[src/rtl/mem_arbiter_pkg.sv]
// Shared types and constants for the fetch/data memory arbiter.
// State encodings, port-select codes and the timer width helper live here.
package mem_arbiter_pkg;

    typedef enum logic [1:0] {
        IDLE = 2'd0,
        DGNT = 2'd1,
        IGNT = 2'd2
    } arbState_t;

    localparam logic PORT_DATA  = 1'b0;
    localparam logic PORT_FETCH = 1'b1;

    function automatic int unsigned counterWidth(input int unsigned limit);
        return (limit > 32'd1) ? $clog2(limit) : 32'd1;
    endfunction

endpackage

[src/rtl/mem_arbiter_if.sv]
// Pipeline-side and memory-side signals of the arbiter, bundled as one interface.
// master = the arbiter itself, slave = the pipeline ports plus the memory.
interface mem_arbiter_if #(
    parameter int AW = 32,
    parameter int DW = 32
);
    logic          if_req;
    logic [AW-1:0] if_addr;
    logic [DW-1:0] if_rdata;
    logic          if_done;
    logic          if_stall;

    logic          dm_req;
    logic          dm_we;
    logic [AW-1:0] dm_addr;
    logic [DW-1:0] dm_wdata;
    logic [DW-1:0] dm_rdata;
    logic          dm_done;
    logic          dm_stall;

    logic          mem_req;
    logic          mem_we;
    logic [AW-1:0] mem_addr;
    logic [DW-1:0] mem_wdata;
    logic [DW-1:0] mem_rdata;
    logic          mem_ready;

    logic          busy;
    logic          timeout_err;

    modport master (
        input  if_req, if_addr, dm_req, dm_we, dm_addr, dm_wdata, mem_rdata, mem_ready,
        output if_rdata, if_done, if_stall, dm_rdata, dm_done, dm_stall,
               mem_req, mem_we, mem_addr, mem_wdata, busy, timeout_err
    );

    modport slave (
        output if_req, if_addr, dm_req, dm_we, dm_addr, dm_wdata, mem_rdata, mem_ready,
        input  if_rdata, if_done, if_stall, dm_rdata, dm_done, dm_stall,
               mem_req, mem_we, mem_addr, mem_wdata, busy, timeout_err
    );

endinterface

[src/rtl/mem_arbiter_timer.sv]
// Wait-cycle counter for a granted access; expire is high while the count sits at TIMEOUT-1.
// The count saturates at the limit so a held enable never wraps back to zero.
module arb_timer
    import mem_arbiter_pkg::*;
#(
    parameter int TIMEOUT = 64
) (
    input  logic clk,
    input  logic reset,
    input  logic clear,
    input  logic enable,
    output logic expire
);
    localparam int unsigned    CW    = counterWidth(TIMEOUT);
    localparam logic [CW-1:0]  LIMIT = CW'(TIMEOUT - 1);

    logic [CW-1:0] count;

    // Wait counter: cleared outside an access, counts stalled cycles up to the limit.
    always_ff @(posedge clk) begin
        if (reset) begin
            count <= {CW{1'b0}};
        end else if (clear) begin
            count <= {CW{1'b0}};
        end else if (enable && !expire) begin
            count <= count + CW'(1);
        end else begin
            count <= count;
        end
    end

    assign expire = (count == LIMIT);

endmodule

[src/rtl/mem_arbiter.sv]
// Shares one single-ported, variable-latency memory between the fetch and data ports.
// Data wins ties; a port is ineligible in its own done cycle, so contention alternates.
module mem_arbiter
    import mem_arbiter_pkg::*;
#(
    parameter int AW      = 32,
    parameter int DW      = 32,
    parameter int TIMEOUT = 64
) (
    input  logic          clk,
    input  logic          reset,
    mem_arbiter_if.master bus
);
    arbState_t     state;
    arbState_t     nextState;

    logic          memReqReg,     memReqNext;
    logic          memWeReg,      memWeNext;
    logic [AW-1:0] memAddrReg,    memAddrNext;
    logic [DW-1:0] memWdataReg,   memWdataNext;
    logic [DW-1:0] ifRdataReg,    ifRdataNext;
    logic [DW-1:0] dmRdataReg,    dmRdataNext;
    logic          ifDoneReg,     ifDoneNext;
    logic          dmDoneReg,     dmDoneNext;
    logic          timeoutErrReg, timeoutErrNext;

    logic          dmEligible;
    logic          ifEligible;
    logic          servedPort;
    logic          expire;
    logic          timerClear;
    logic          timerEnable;

    // A request whose done is showing this cycle is the old, still-held one.
    assign dmEligible  = bus.dm_req & ~dmDoneReg;
    assign ifEligible  = bus.if_req & ~ifDoneReg;
    assign servedPort  = (state == IGNT) ? PORT_FETCH : PORT_DATA;

    assign timerClear  = (state == IDLE) | bus.mem_ready | expire;
    assign timerEnable = (state != IDLE) & ~bus.mem_ready;

    arb_timer #(
        .TIMEOUT (TIMEOUT)
    ) u_timer (
        .clk    (clk),
        .reset  (reset),
        .clear  (timerClear),
        .enable (timerEnable),
        .expire (expire)
    );

    // State and registered outputs; reset returns everything to a zeroed idle arbiter.
    always_ff @(posedge clk) begin
        if (reset) begin
            state         <= IDLE;
            memReqReg     <= 1'b0;
            memWeReg      <= 1'b0;
            memAddrReg    <= {AW{1'b0}};
            memWdataReg   <= {DW{1'b0}};
            ifRdataReg    <= {DW{1'b0}};
            dmRdataReg    <= {DW{1'b0}};
            ifDoneReg     <= 1'b0;
            dmDoneReg     <= 1'b0;
            timeoutErrReg <= 1'b0;
        end else begin
            state         <= nextState;
            memReqReg     <= memReqNext;
            memWeReg      <= memWeNext;
            memAddrReg    <= memAddrNext;
            memWdataReg   <= memWdataNext;
            ifRdataReg    <= ifRdataNext;
            dmRdataReg    <= dmRdataNext;
            ifDoneReg     <= ifDoneNext;
            dmDoneReg     <= dmDoneNext;
            timeoutErrReg <= timeoutErrNext;
        end
    end

    // Next state: grant from IDLE, return to IDLE on completion or abort.
    always_comb begin
        nextState = state;
        case (state)
            IDLE: begin
                if (dmEligible) begin
                    nextState = DGNT;
                end else if (ifEligible) begin
                    nextState = IGNT;
                end else begin
                    nextState = IDLE;
                end
            end
            DGNT, IGNT: begin
                if (bus.mem_ready || expire) begin
                    nextState = IDLE;
                end else begin
                    nextState = state;
                end
            end
            default: nextState = IDLE;
        endcase
    end

    // Output register inputs: latch the winner, then capture data or abort with zeros.
    always_comb begin
        memReqNext     = memReqReg;
        memWeNext      = memWeReg;
        memAddrNext    = memAddrReg;
        memWdataNext   = memWdataReg;
        ifRdataNext    = ifRdataReg;
        dmRdataNext    = dmRdataReg;
        ifDoneNext     = 1'b0;
        dmDoneNext     = 1'b0;
        timeoutErrNext = timeoutErrReg;
        case (state)
            IDLE: begin
                if (dmEligible) begin
                    memReqNext   = 1'b1;
                    memWeNext    = bus.dm_we;
                    memAddrNext  = bus.dm_addr;
                    memWdataNext = bus.dm_wdata;
                end else if (ifEligible) begin
                    memReqNext   = 1'b1;
                    memWeNext    = 1'b0;
                    memAddrNext  = bus.if_addr;
                    memWdataNext = {DW{1'b0}};
                end else begin
                    memReqNext   = 1'b0;
                end
            end
            DGNT, IGNT: begin
                if (bus.mem_ready) begin
                    memReqNext = 1'b0;
                    if (servedPort == PORT_DATA) begin
                        dmDoneNext = 1'b1;
                        if (!memWeReg) begin
                            dmRdataNext = bus.mem_rdata;
                        end else begin
                            dmRdataNext = dmRdataReg;
                        end
                    end else begin
                        ifDoneNext  = 1'b1;
                        ifRdataNext = bus.mem_rdata;
                    end
                end else if (expire) begin
                    // Abort still pulses done so the stalled stage is released.
                    memReqNext     = 1'b0;
                    timeoutErrNext = 1'b1;
                    if (servedPort == PORT_DATA) begin
                        dmDoneNext  = 1'b1;
                        dmRdataNext = {DW{1'b0}};
                    end else begin
                        ifDoneNext  = 1'b1;
                        ifRdataNext = {DW{1'b0}};
                    end
                end else begin
                    memReqNext = 1'b1;
                end
            end
            default: begin
                memReqNext = 1'b0;
            end
        endcase
    end

    assign bus.mem_req     = memReqReg;
    assign bus.mem_we      = memWeReg;
    assign bus.mem_addr    = memAddrReg;
    assign bus.mem_wdata   = memWdataReg;
    assign bus.if_rdata    = ifRdataReg;
    assign bus.dm_rdata    = dmRdataReg;
    assign bus.if_done     = ifDoneReg;
    assign bus.dm_done     = dmDoneReg;
    assign bus.timeout_err = timeoutErrReg;
    assign bus.busy        = (state != IDLE);
    assign bus.if_stall    = bus.if_req & ~ifDoneReg;
    assign bus.dm_stall    = bus.dm_req & ~dmDoneReg;

endmodule
[src/flat_wrapper.sv]
// flat-port wrapper written by rule: the top's interface ports become plain ports
module mem_arbiter_flat import mem_arbiter_pkg::*;
#(
    parameter int AW      = 32,
    parameter int DW      = 32,
    parameter int TIMEOUT = 64
)
  (clk, reset, bus_if_req, bus_if_addr, bus_dm_req, bus_dm_we, bus_dm_addr, bus_dm_wdata, bus_mem_rdata, bus_mem_ready, bus_if_rdata, bus_if_done, bus_if_stall, bus_dm_rdata, bus_dm_done, bus_dm_stall, bus_mem_req, bus_mem_we, bus_mem_addr, bus_mem_wdata, bus_busy, bus_timeout_err);
  mem_arbiter_if #(.AW(AW), .DW(DW)) bus_i ();
  input  logic clk;
  input  logic reset;
  input wire logic [$bits(bus_i.if_req)-1:0] bus_if_req;
  input wire logic [$bits(bus_i.if_addr)-1:0] bus_if_addr;
  input wire logic [$bits(bus_i.dm_req)-1:0] bus_dm_req;
  input wire logic [$bits(bus_i.dm_we)-1:0] bus_dm_we;
  input wire logic [$bits(bus_i.dm_addr)-1:0] bus_dm_addr;
  input wire logic [$bits(bus_i.dm_wdata)-1:0] bus_dm_wdata;
  input wire logic [$bits(bus_i.mem_rdata)-1:0] bus_mem_rdata;
  input wire logic [$bits(bus_i.mem_ready)-1:0] bus_mem_ready;
  output wire logic [$bits(bus_i.if_rdata)-1:0] bus_if_rdata;
  output wire logic [$bits(bus_i.if_done)-1:0] bus_if_done;
  output wire logic [$bits(bus_i.if_stall)-1:0] bus_if_stall;
  output wire logic [$bits(bus_i.dm_rdata)-1:0] bus_dm_rdata;
  output wire logic [$bits(bus_i.dm_done)-1:0] bus_dm_done;
  output wire logic [$bits(bus_i.dm_stall)-1:0] bus_dm_stall;
  output wire logic [$bits(bus_i.mem_req)-1:0] bus_mem_req;
  output wire logic [$bits(bus_i.mem_we)-1:0] bus_mem_we;
  output wire logic [$bits(bus_i.mem_addr)-1:0] bus_mem_addr;
  output wire logic [$bits(bus_i.mem_wdata)-1:0] bus_mem_wdata;
  output wire logic [$bits(bus_i.busy)-1:0] bus_busy;
  output wire logic [$bits(bus_i.timeout_err)-1:0] bus_timeout_err;
  assign bus_i.if_req = bus_if_req;
  assign bus_i.if_addr = bus_if_addr;
  assign bus_i.dm_req = bus_dm_req;
  assign bus_i.dm_we = bus_dm_we;
  assign bus_i.dm_addr = bus_dm_addr;
  assign bus_i.dm_wdata = bus_dm_wdata;
  assign bus_i.mem_rdata = bus_mem_rdata;
  assign bus_i.mem_ready = bus_mem_ready;
  assign bus_if_rdata = bus_i.if_rdata;
  assign bus_if_done = bus_i.if_done;
  assign bus_if_stall = bus_i.if_stall;
  assign bus_dm_rdata = bus_i.dm_rdata;
  assign bus_dm_done = bus_i.dm_done;
  assign bus_dm_stall = bus_i.dm_stall;
  assign bus_mem_req = bus_i.mem_req;
  assign bus_mem_we = bus_i.mem_we;
  assign bus_mem_addr = bus_i.mem_addr;
  assign bus_mem_wdata = bus_i.mem_wdata;
  assign bus_busy = bus_i.busy;
  assign bus_timeout_err = bus_i.timeout_err;
  mem_arbiter #(.AW(AW), .DW(DW), .TIMEOUT(TIMEOUT)) u_core (.clk(clk), .reset(reset), .bus(bus_i));
endmodule
[config.mk]
export PLATFORM = sky130hd
export DESIGN_NAME = mem_arbiter_flat
export DESIGN_NICKNAME = d
export VERILOG_FILES = /design/src/rtl/mem_arbiter_pkg.sv /design/src/rtl/mem_arbiter_if.sv /design/src/rtl/mem_arbiter_timer.sv /design/src/rtl/mem_arbiter.sv /design/src/flat_wrapper.sv
export SDC_FILE = /design/constraint.sdc
export NUM_CORES = 1
export LEC_CHECK = 0
export CORE_MARGIN = 5
export CORE_UTILIZATION = 42
export CTS_CLUSTER_SIZE = 16
export DETAILED_ROUTE_END_ITERATION = 10
export PLACE_DENSITY = 0.81
export SLEW_MARGIN = 20
export SYNTH_ARGS = -nofsm -noshare
export SYNTH_HDL_FRONTEND = slang
export SYNTH_SLANG_ARGS = --single-unit
[constraint.sdc]
create_clock -name clk -period 2 [get_ports clk]
set_input_delay 0.3 -clock clk [delete_from_list [all_inputs] [get_ports clk]]
set_output_delay 0.3 -clock clk [all_outputs]
set_load 0.01 [all_outputs]
==> results of run 1 <==
[sequential cells by signal (all words and copies together) (netlist names)]
name,cells
u_core.bus.dm_rdata,32
u_core.bus.if_rdata,32
u_core.bus.mem_addr,32
u_core.bus.mem_wdata,32
u_core.u_timer.count,6
u_core.state,2
u_core.bus.dm_done,1
u_core.bus.if_done,1
u_core.bus.mem_req,1
u_core.bus.mem_we,1
u_core.bus.timeout_err,1
[how the worst min path moves through the flow]
| stage | startpoint | to | slack, ps | cells after the start |
|---|---|---|---|---|
| finish | reset | u_core.bus.mem_we | 280 | 2 |
| detailed placement | u_core.bus.dm_rdata[19] | u_core.bus.dm_rdata[19] | 470 | 2 |
| global route | reset | u_core.state[0] | 290 | 2 |
| CTS | reset | u_core.bus.mem_we | 260 | 2 |
| floorplan | bus_mem_ready | u_core.u_timer.count[2] | 380 | 1 |
| global placement | u_core.bus.timeout_err | u_core.bus.timeout_err | 460 | 2 |
[worst max-delay path, stage by stage (launching register included)]
cell             delay [ps]
dfxtp_1                 330
and2b_1                 310
clkdlybuf4s50_1         570
[Yosys cell counts (2+ instances only)]
| master | n |
|---|---|
| a211oi_1 | 5 |
| a211oi_2 | 28 |
| a21oi_1 | 33 |
| a22oi_1 | 33 |
| buf_1 | 4 |
| buf_2 | 18 |
| buf_4 | 6 |
| buf_6 | 6 |
| clkbuf_1 | 18 |
| clkbuf_2 | 2 |
| dfxtp_1 | 141 |
| ha_1 | 4 |
| inv_1 | 35 |
| mux2i_1 | 33 |
| nand2_1 | 35 |
| nand2b_1 | 32 |
| nand3_1 | 6 |
| nor2_1 | 68 |
| nor3_1 | 2 |
| nor4_1 | 5 |
| nor4b_1 | 2 |
| o21ai_0 | 33 |
| o32ai_1 | 2 |
| o32ai_2 | 30 |
| xor2_1 | 3 |
[area by class of cell]
cell class                      count  area (sq um)
Fill cell                        1068          4390
Timing Repair Buffer              287          2970
Sequential cell                   141          2820
Multi-Input combinational cell    368          2710
Clock buffer                       22           474
Tap cell                          180           225
Clock inverter                     10           160
Inverter                           35           131
[through the flow]
step	power, mW	util [%]	hold slack [ps]	instances	instance area [sq um]
2_1_floorplan	3.87	-	376	598	5940
3_3_place_gp	4.65	63.8	462	1011	8850
3_5_place_dp	4.70	63.8	468	1011	8850
4_1_cts	8.07	68.4	261	1043	9490
5_1_grt	8.30	68.4	285	1043	9490
6_report	8.00	68.4	283	1043	9490
[placed cells by master, fill, tap and decap left out, types with 2 or more instances in the layout]
master and n:
nand3_1 5, buf_12 11, clkbuf_8 3, xor2_1 3, nor2_1 68, ha_1 4
clkdlybuf4s50_1 267, o32ai_1 2, bufinv_16 4, mux2i_1 33, inv_1 35, a22oi_1 33
a211oi_2 28, nor4_1 5, clkinv_2 3, clkbuf_1 2, clkbuf_16 17, o32ai_2 30
nor4b_1 2, nand2b_1 32, a21oi_1 33, nand2_1 35, dfxtp_1 141, nor3_1 2
buf_4 7, o21ai_0 33, a211oi_1 5
[metal layers]
metal	GRT usage (%)	vias to the layer above
met3	7.26	33
li1	-	2601
met2	37.1	186
met1	23.8	2584
met5	0	-
met4	8.96	0
[power by group]
part           switching (mW)  internal, mW  total [mW]
clock                    1.18          2.19        3.37
combinational           0.712         0.838        1.55
sequential             0.0981          2.99        3.09
[cells by family (layout without fill, tap and decap cells)]
logic type	after synthesis	after routing	synth area share, %
simple gates	159	159	12.7
mux	33	33	5.56
flops	141	141	47.5
xor+xnor	4	4	0.590
buf+inv	89	354	7.19
fa+ha+maj	4	4	0.843
compound gates	168	168	25.5
[repair_timing]
item | 4_1_cts | 5_1_grt
gates resized for setup | 1 | 0
endpoints found under the setup margin | 1 | 0
hold endpoints to repair | 0 | 0
buffers inserted | 0 | 0
==> run metrics, run 1 <==
GRT Overall Usage=21.3%; Rel. slew slack=61.2%; Die Wd=129 um; number of global-route vias before repair=5,548; # IOs=270; Core Footprint=13,900 sq um; Syn Std Cell Area=5940 sq um; Max Fanout on Critical Path=4; hold_buf cts=0; Worst Skew=6.42 ps; initial antenna violation count=0; root buf cell=clkbuf_16; sequential element share of the synthesized area=47.5%; met3 WL=1.41 mm; Hold Violations, Final=0; total iterations of the first detailed-routing run=5; Synth Register Bits=141; Critical Path Start Type=flip-flop; Post-synth EDFFs=0; 1st-iter DRT viols=266; Synth async-reset ratio=0%; largest net degree at the start of global routing=51; Diodes inserted=0; CP startpoint=u_core.bus.if_done; Gate Count Post-Synth=598; Critical Path AT=1630 ps; H-tree depth=4; R2R Setup Slk=280 ps; M1 WL=7.03 mm; DRC=0; final setup fails=0; Final HPWL DP=13.2 mm; GR Overflow Total=0; TritonCTS Buffers=17; area added between synthesis and finish=59.8%; uppermost layer routed=met4; critical path endpoint category=output pin; CP Class=reg -> out; antenna viol nets, final=0; Syn Area/Cell=9.93 sq um; clock period minus worst slack=1930 ps; ratio of cells with drive above 1 in the final layout=13.3%; Leak Pwr=3.42 nW; Synthesized Nets=736; pre-CTS setup slack=86.6 ps; Distinct cells, synth=39; PD cells=844 nW/um^2; Yosys top cell area share=47.5%; status=finished clean; synth top area cells=dfxtp_1, o32ai_2, a211oi_2; via count=5,404; effective utilization at floorplan=42.8%; Routed WL=18.3 mm; worst hold-check path type=in -> reg; Worst Max-Slew Pin Slew=576 ps; Skew-Pair Late Insertion Delay=420 ps; Fin Setup TNS=0 ps; r2r worst-path depth=6; Final period util=96.3%; Via density=5.18; R2R Path End=u_core.bus.dm_rdata[5]; Top FF cell, synth=dfxtp_1; CP Capture Point=bus_if_stall; Reg clk slew, reported paths=60 ps; routed len/inst=17.5 um; fin nets=988; Buffers on Ports=269; met2 WL=9.35 mm; setup ws final=73.7 ps; Worst R2R Start=u_core.state[1]; Req. time, crit path=1700 ps; Site Rows=43; first-pass GRT wire length=28.3 mm; Max-Cap Viols=0; Longest Clk Path Bufs=2; RSZ-0062 raised after global routing=false; # clock sinks=141; post-synth top area cell=dfxtp_1; VDD IR-drop max=0.000499 V; fmax=0.519 GHz; global placement routability congestion=0.829; Slew Viols, Final=0; CTS tree=yes; Yosys warnings=0; Die ar.=16,600 sq um; chip height=129 um
Note: power is estimated with default switching activity, not from simulation.
==> inputs of run 2 (changes only) <==
--- a/config.mk
+++ b/config.mk
@@ -10,7 +10,7 @@
 export CTS_CLUSTER_SIZE = 16
 export DETAILED_ROUTE_END_ITERATION = 10
 export PLACE_DENSITY = 0.81
-export SLEW_MARGIN = 20
+export SLEW_MARGIN = 30
 export SYNTH_ARGS = -nofsm -noshare
 export SYNTH_HDL_FRONTEND = slang
 export SYNTH_SLANG_ARGS = --single-unit
==> results of run 2 <==
Same layout as run 1: the final DEF is identical, and so are final timing and power.
